--- src/rtl/note_sequencer.sv ---
// Melody playback controller: walks a note ROM, decodes each entry into a
// wave period plus enable for wave_generator, and times notes, gaps and rests.
module note_sequencer #(
    parameter int unsigned ADDR_W    = 8,
    parameter int unsigned TICK_CLKS = 12_500_000,
    parameter int unsigned GAP_CLKS  = 1_000_000,
    parameter int unsigned LOOP      = 0
) (
    input  logic              clk,
    input  logic              rst_n,
    input  logic              start,
    input  logic              stop,
    output logic [ADDR_W-1:0] rom_addr,
    input  logic [15:0]       rom_data,
    output logic [31:0]       period,
    output logic              en,
    output logic              playing,
    output logic              done
);

    localparam int unsigned CNT_W = 32;
    localparam int unsigned DUR_W = 8;
    localparam logic [CNT_W-1:0]  TICK_LAST = CNT_W'(TICK_CLKS - 1);
    localparam logic [CNT_W-1:0]  PLAY_LAST = CNT_W'(TICK_CLKS - GAP_CLKS - 1);
    localparam logic [ADDR_W-1:0] ADDR_LAST = '1;

    typedef struct packed {
        logic [3:0]       octave;
        logic [3:0]       semitone;
        logic [DUR_W-1:0] dur;
    } note_word_t;

    typedef enum logic [2:0] {
        S_IDLE,
        S_FETCH,
        S_LOAD,
        S_PLAY,
        S_GAP,
        S_REST
    } state_t;

    state_t            state, state_nxt;
    logic [ADDR_W-1:0] rom_addr_nxt;
    logic [31:0]       period_nxt;
    logic              en_nxt, playing_nxt, done_nxt;
    logic [CNT_W-1:0]  clk_cnt, clk_cnt_nxt;
    logic [DUR_W-1:0]  tick_cnt, tick_cnt_nxt;
    logic [DUR_W-1:0]  dur, dur_nxt;

    note_word_t        word;
    logic              is_rest;
    logic [31:0]       note_period;
    logic              tick_end, last_tick, play_end, note_end;
    logic              advance, song_end;

    // Octave-0 full-wave periods at 100 MHz, C..B
    function automatic logic [31:0] base_period(input logic [3:0] semi);
        case (semi)
            4'd0:    base_period = 32'd6_115_610;
            4'd1:    base_period = 32'd5_772_375;
            4'd2:    base_period = 32'd5_448_402;
            4'd3:    base_period = 32'd5_142_604;
            4'd4:    base_period = 32'd4_853_968;
            4'd5:    base_period = 32'd4_581_524;
            4'd6:    base_period = 32'd4_324_378;
            4'd7:    base_period = 32'd4_081_683;
            4'd8:    base_period = 32'd3_852_600;
            4'd9:    base_period = 32'd3_636_364;
            4'd10:   base_period = 32'd3_432_274;
            4'd11:   base_period = 32'd3_239_633;
            default: base_period = 32'd0;
        endcase
    endfunction

    assign word        = note_word_t'(rom_data);
    assign is_rest     = (word.semitone > 4'd11) || (word.octave > 4'd8);
    assign note_period = base_period(word.semitone) >> word.octave;

    // Duration runs as ticks of TICK_CLKS clocks; the gap is the tail of the last tick
    assign tick_end  = (clk_cnt == TICK_LAST);
    assign last_tick = (tick_cnt == dur - DUR_W'(1));
    assign play_end  = last_tick && (clk_cnt == PLAY_LAST);
    assign note_end  = last_tick && tick_end;

    always_comb begin
        state_nxt    = state;
        rom_addr_nxt = rom_addr;
        period_nxt   = period;
        en_nxt       = en;
        playing_nxt  = playing;
        done_nxt     = 1'b0;
        clk_cnt_nxt  = clk_cnt;
        tick_cnt_nxt = tick_cnt;
        dur_nxt      = dur;
        advance      = 1'b0;
        song_end     = 1'b0;

        if (state inside {S_PLAY, S_GAP, S_REST}) begin
            if (tick_end) begin
                clk_cnt_nxt  = '0;
                tick_cnt_nxt = tick_cnt + DUR_W'(1);
            end else begin
                clk_cnt_nxt  = clk_cnt + CNT_W'(1);
            end
        end

        case (state)
            S_IDLE: begin
                if (start) begin
                    state_nxt    = S_FETCH;
                    rom_addr_nxt = '0;
                    playing_nxt  = 1'b1;
                end
            end
            S_FETCH: state_nxt = S_LOAD;
            S_LOAD: begin
                dur_nxt      = word.dur;
                clk_cnt_nxt  = '0;
                tick_cnt_nxt = '0;
                if (word.dur == '0) begin
                    song_end = 1'b1;
                end else if (is_rest) begin
                    state_nxt = S_REST;
                end else begin
                    state_nxt  = S_PLAY;
                    period_nxt = note_period;
                    en_nxt     = 1'b1;
                end
            end
            S_PLAY: begin
                if (play_end) begin
                    state_nxt = S_GAP;
                    en_nxt    = 1'b0;
                end
            end
            S_GAP, S_REST: advance = note_end;
            default: state_nxt = S_IDLE;
        endcase

        // The last ROM address never wraps silently; it ends the song
        if (advance) begin
            if (rom_addr == ADDR_LAST) begin
                song_end = 1'b1;
            end else begin
                rom_addr_nxt = rom_addr + ADDR_W'(1);
                state_nxt    = S_FETCH;
            end
        end

        if (song_end) begin
            en_nxt = 1'b0;
            if (LOOP != 0) begin
                rom_addr_nxt = '0;
                state_nxt    = S_FETCH;
            end else begin
                state_nxt   = S_IDLE;
                playing_nxt = 1'b0;
                done_nxt    = 1'b1;
            end
        end

        if (stop) begin
            state_nxt   = S_IDLE;
            en_nxt      = 1'b0;
            playing_nxt = 1'b0;
            done_nxt    = 1'b0;
        end
    end

    always_ff @(posedge clk or negedge rst_n) begin
        if (!rst_n) begin
            state    <= S_IDLE;
            rom_addr <= '0;
            period   <= '0;
            en       <= 1'b0;
            playing  <= 1'b0;
            done     <= 1'b0;
            clk_cnt  <= '0;
            tick_cnt <= '0;
            dur      <= '0;
        end else begin
            state    <= state_nxt;
            rom_addr <= rom_addr_nxt;
            period   <= period_nxt;
            en       <= en_nxt;
            playing  <= playing_nxt;
            done     <= done_nxt;
            clk_cnt  <= clk_cnt_nxt;
            tick_cnt <= tick_cnt_nxt;
            dur      <= dur_nxt;
        end
    end

endmodule

--- config.mk ---
export PLATFORM = sky130hd
export DESIGN_NAME = note_sequencer
export DESIGN_NICKNAME = d
export VERILOG_FILES = /design/src/rtl/note_sequencer.sv
export SDC_FILE = /design/constraint.sdc
export NUM_CORES = 1
export LEC_CHECK = 0
export BUFFER_PORTS_ARGS = -buffer_cell sky130_fd_sc_hd__clkbuf_2
export CAP_MARGIN = 20
export CORE_ASPECT_RATIO = 1.2
export CORE_MARGIN = 8
export CORE_UTILIZATION = 65
export CTS_CLUSTER_SIZE = 12
export DETAILED_ROUTE_END_ITERATION = 16
export PLACE_DENSITY = 0.87
export RECOVER_POWER = 50
export SETUP_SLACK_MARGIN = 0.15
export SLEW_MARGIN = 40
export SYNTH_ARGS = -nofsm -noshare
export SYNTH_HDL_FRONTEND = slang
export SYNTH_SLANG_ARGS = --single-unit
--- constraint.sdc ---
create_clock -name clk -period 4.8 [get_ports clk]
set_input_delay 0.72 -clock clk [delete_from_list [all_inputs] [get_ports clk]]
set_output_delay 0.72 -clock clk [all_outputs]
set_load 0.02 [all_outputs]
==> parameters.txt <==
Parameter                              Value

Status
  Result of the run ... finished, final reports clean

Synthesis
  Main flop type after synthesis ... sky130_fd_sc_hd__dfrtp_1
  Leading cell types by total area after synthesis ... sky130_fd_sc_hd__dfrtp_1 35%, sky130_fd_sc_hd__nand2_1 6.1%, sky130_fd_sc_hd__nor2_1 3.9%, sky130_fd_sc_hd__xor2_1 3.8%, sky130_fd_sc_hd__o21ai_0 3.3%
  Count of yosys warnings during synthesis ... 0
  Synth unique cells ... 82
  Post-synth EDFFs ... 0
  Share of flip-flops with an asynchronous set or reset after synthesis ... 100%
  Cell accounting for the most synthesized area ... sky130_fd_sc_hd__dfrtp_1
  Post-synthesis register bit count ... 85
  Portion of synthesized cell area occupied by the leading cell type ... roughly a third
  Seq/Total Area, Yosys ... about a third
  Synth Cell Area ... a little over 0.006 sq mm
  Average cell area after synthesis ... between 8 and 9 sq um
  Syn Inst Count ... 751

Timing
  Part of the cycle the worst path needs ... a little over three fifths
  Max Clk Rate ... about 330 MHz
  Final-report max-slew violation count ... 0
  Final count of negative-setup-slack endpoints ... 0
  Shortest clock period the worst path allows after layout ... slightly above 3000 ps
  Largest clock skew in the final design ... between 4 and 5 ps
  Endpoints failing hold ... 0
  Headroom to the max-slew limit ... a little over two fifths
  Least-Margin Pin Slew ... between 800 and 900 ps
  Final setup TNS ... 0 ps
  Unrepaired setup endpoints after global routing ... no

Finish
  Number of nets in the layout ... ~800
  Fill cell instance count of the final layout ... 772
  Footprint of the flip-flops and latches ... between 0.002 and 0.0025 sq mm
  Inserted Diodes ... 0
  Area taken by multi-input logic gates ... between 0.003 and 0.004 sq mm
  Share of final-layout standard cells stronger than drive strength 1 ... 11.7%
  Post-route cell area ... 0.00671 sq mm
  Area grow syn2layout ... 8.83%

Clocking
  Post_cts resized ... 0
  Hold Buf Count CTS ... 0
  Clock tree root buffer cell ... sky130_fd_sc_hd__clkbuf_16
  Maximum number of buffers from clock root to sink ... 2
  Total clock sinks ... 85
  Number of buffers created by CTS ... 9
  CTS clock-pin slew for the worst setup and hold paths ... approximately 60 ps
  TritonCTS clock tree ... built
  Clock latency reported for the late side of the worst-skew pair ... 340 ps
  CTS H-tree depth ... 3
  Post-CTS setup buffer count ... 0

Floorplan
  Chip Width ... between 100 and 150 um
  I/O Pins ... 63
  Initial standard-cell utilization of the core ... about two thirds
  Placement Rows ... 39
  Floorplan Core Area ... roughly 0.0094 sq mm
  Full die area ... roughly 0.013 sq mm
  Die span in y ... ~120 um

Routing
  Detailed Route WL ... between 15 and 20 mm
  Number of design-rule violations left by the first detailed-router iteration ... about 600
  Per-cell routed wire length ... around 19 um
  Vias per Instance ... between 6 and 7
  Remaining DRCs ... 0
  Count of vias placed by the detailed router ... between 5,000 and 6,000
  Residual antenna-violating net count after detailed routing ... 0
  Number of detailed-routing iterations run before antenna repair ... 5

Worst setup path
  Setup slack on the worst flop-to-flop path ... between 1500 and 2000 ps
  Highest cell delay on the worst timing path ... slightly above 700 ps
  Type of the worst setup path ... input port to register
  Endpoint type of the worst setup path ... register
  Arrival time reported for the critical path endpoint ... roughly 3300 ps
  Library cell contributing the largest single delay on the critical path ... sky130_fd_sc_hd__o311ai_0
  Data required time of the worst path ... a little over 5000 ps
  Cell occurring most often along the worst timing path ... sky130_fd_sc_hd__nor2_1
  Startpoint type of the worst setup path ... input port
  Series of cell instances along the critical path ... clkbuf_2 > ha_1 > nand2_1 > nor2_1 > nor2_1 > o311ai_0 > a22oi_1 > a211oi_1
  RR Endpoint ... rom_addr[5]$_DFF_PN0_
  Register-to-Register Path Depth ... 8
  CP Max Fanout ... 17
  Crit Reg-Reg Startpoint ... dur[0]$_DFFE_PN0P_

GRT
  Total routing usage reported by global routing ... 26.2%
  Number of antenna violations at the first check in global routing ... 0
  Wire length of the first global-routing pass ... 27.9 mm
  Vias in the first global route ... approximately 5,600
  Sum of overflow across all layers after global routing ... 0
  Pin count of the biggest net entering global routing ... 86

Flow run
  Count of maximum capacitance violations ... 0

Worst hold path
  Hold Crit Class ... input port to asynchronous set/reset pin

Place
  Buffers added on ports ... 53
  HPWL after detailed placement ... around 12 mm
  DP Area ... 0.00640 sq mm
  Weighted congestion reported at the end of routability-driven placement ... roughly 0.94

Power
  Cell Pwr Density ... 380 mW/mm^2
  Maximum ir drop on the vdd rail ... ~0.22 mV
  Leakage power ... 2.92 nW
## layer usage
| layer | part of all wire [%] | global-route usage, % | vias up |
|---|---|---|---|
| met5 | 0 | 0 | - |
| met4 | 2.0 | 10.4 | 0 |
| met1 | 42 | 34.2 | 2822 |
| met3 | 7.9 | 4.99 | 35 |
| met2 | 48 | 42.2 | 317 |
| li1 | - | - | 2774 |
## Yosys cell counts, drive strengths merged, types with 9 or more instances
master,n
a211oi,9
a21oi,35
and3,21
buf,25
clkbuf,31
dfrtp,85
ha,9
inv,15
mux2i,20
nand2,100
nand2b,19
nand3,27
nand4,12
nor2,64
nor2b,13
nor3,17
nor4,10
o21ai,47
or3,10
xor2,27
## kinds of logic after synthesis
family,count (synthesis),synth area share [%]
mux,27,4.71
other cells,1,0.0608
xor+xnor,35,4.97
fa+ha+maj,10,1.99
flops,85,34.5
compound gates,185,20.5
simple gates,334,28.0
buf+inv,74,5.30
## worst max path at each step
stage                                  startpoint                      to  slack [ps]  cells past startpoint
final                                 rom_data[8]   period[7]$_DFFE_PN0P_        1770                      8
after global routing      clk_cnt[27]$_DFFE_PN0P_   rom_addr[5]$_DFF_PN0_        1570                      6
after CTS                            rom_data[12]   period[0]$_DFFE_PN0P_        1730                      6
after detailed placement             rom_data[12]  period[10]$_DFFE_PN0P_        1410                      7
after global placement               rom_data[12]  period[10]$_DFFE_PN0P_        1520                      7
after floorplan                       rom_data[9]   period[9]$_DFFE_PN0P_        1950                     10
## report_power, final
part	leakage, nW	switching [W]	internal (W)	total [W]
Clock	0.146	0.000290	0.000458	0.000748
Sequential	1.14	0.000135	0.000857	0.000992
Combinational	1.63	0.000507	0.000299	0.000806
Total	2.92	0.000933	0.00161	0.00255
## registers in the layout, indices dropped and copies added (netlist names)
signal and flops:
en 1, rom_addr 8, playing 1, clk_cnt 32, state 3, period 23
done 1, tick_cnt 8, dur 8
## worst max-delay path: cells and delay by family
family                   cells  cell delay, ps
adder cells (fa/ha/maj)      1             430
AO/OA/AOI/OAI                3            1330
buffers and inverters        1             300
AND/OR/NAND/NOR              3             480
## through the flow
| stage | total power (W) | hold slack (ps) | setup slack, ps | instances | utilization, % |
|---|---|---|---|---|---|
| 4_1_cts | 0.00255 | 461 | 1730 | 898 | 71.7 |
| 2_1_floorplan | 0.00155 | 424 | 1950 | 759 | - |
| 3_5_place_dp | 0.00180 | 481 | 1410 | 882 | 68.3 |
| 3_3_place_gp | 0.00176 | 476 | 1520 | 882 | 68.2 |
| 5_1_grt | 0.00267 | 481 | 1570 | 898 | 71.6 |
| 6_report | 0.00255 | 432 | 1770 | 898 | 71.6 |
## layout by cell type (no fill, tap or decap), types with 15 or more instances in the layout
| cell | instances |
|---|---|
| sky130_fd_sc_hd__a21oi_1 | 34 |
| sky130_fd_sc_hd__and3_1 | 21 |
| sky130_fd_sc_hd__clkbuf_1 | 17 |
| sky130_fd_sc_hd__clkbuf_2 | 37 |
| sky130_fd_sc_hd__dfrtp_1 | 85 |
| sky130_fd_sc_hd__inv_1 | 15 |
| sky130_fd_sc_hd__mux2i_1 | 20 |
| sky130_fd_sc_hd__nand2_1 | 99 |
| sky130_fd_sc_hd__nand2b_1 | 19 |
| sky130_fd_sc_hd__nand3_1 | 27 |
| sky130_fd_sc_hd__nor2_1 | 64 |
| sky130_fd_sc_hd__nor3_1 | 16 |
| sky130_fd_sc_hd__o21ai_0 | 41 |
| sky130_fd_sc_hd__xor2_1 | 27 |
## cell type report
cell class	instances	share of cell area, %
sequential	85	31.7
inverter	18	1.01
multi-input combinational	600	56.2
clock buffer	11	3.47
tap	123	2.29
clock inverter	5	1.25
timing repair buffer	56	4.07
Power figures use the tool's default switching activity.
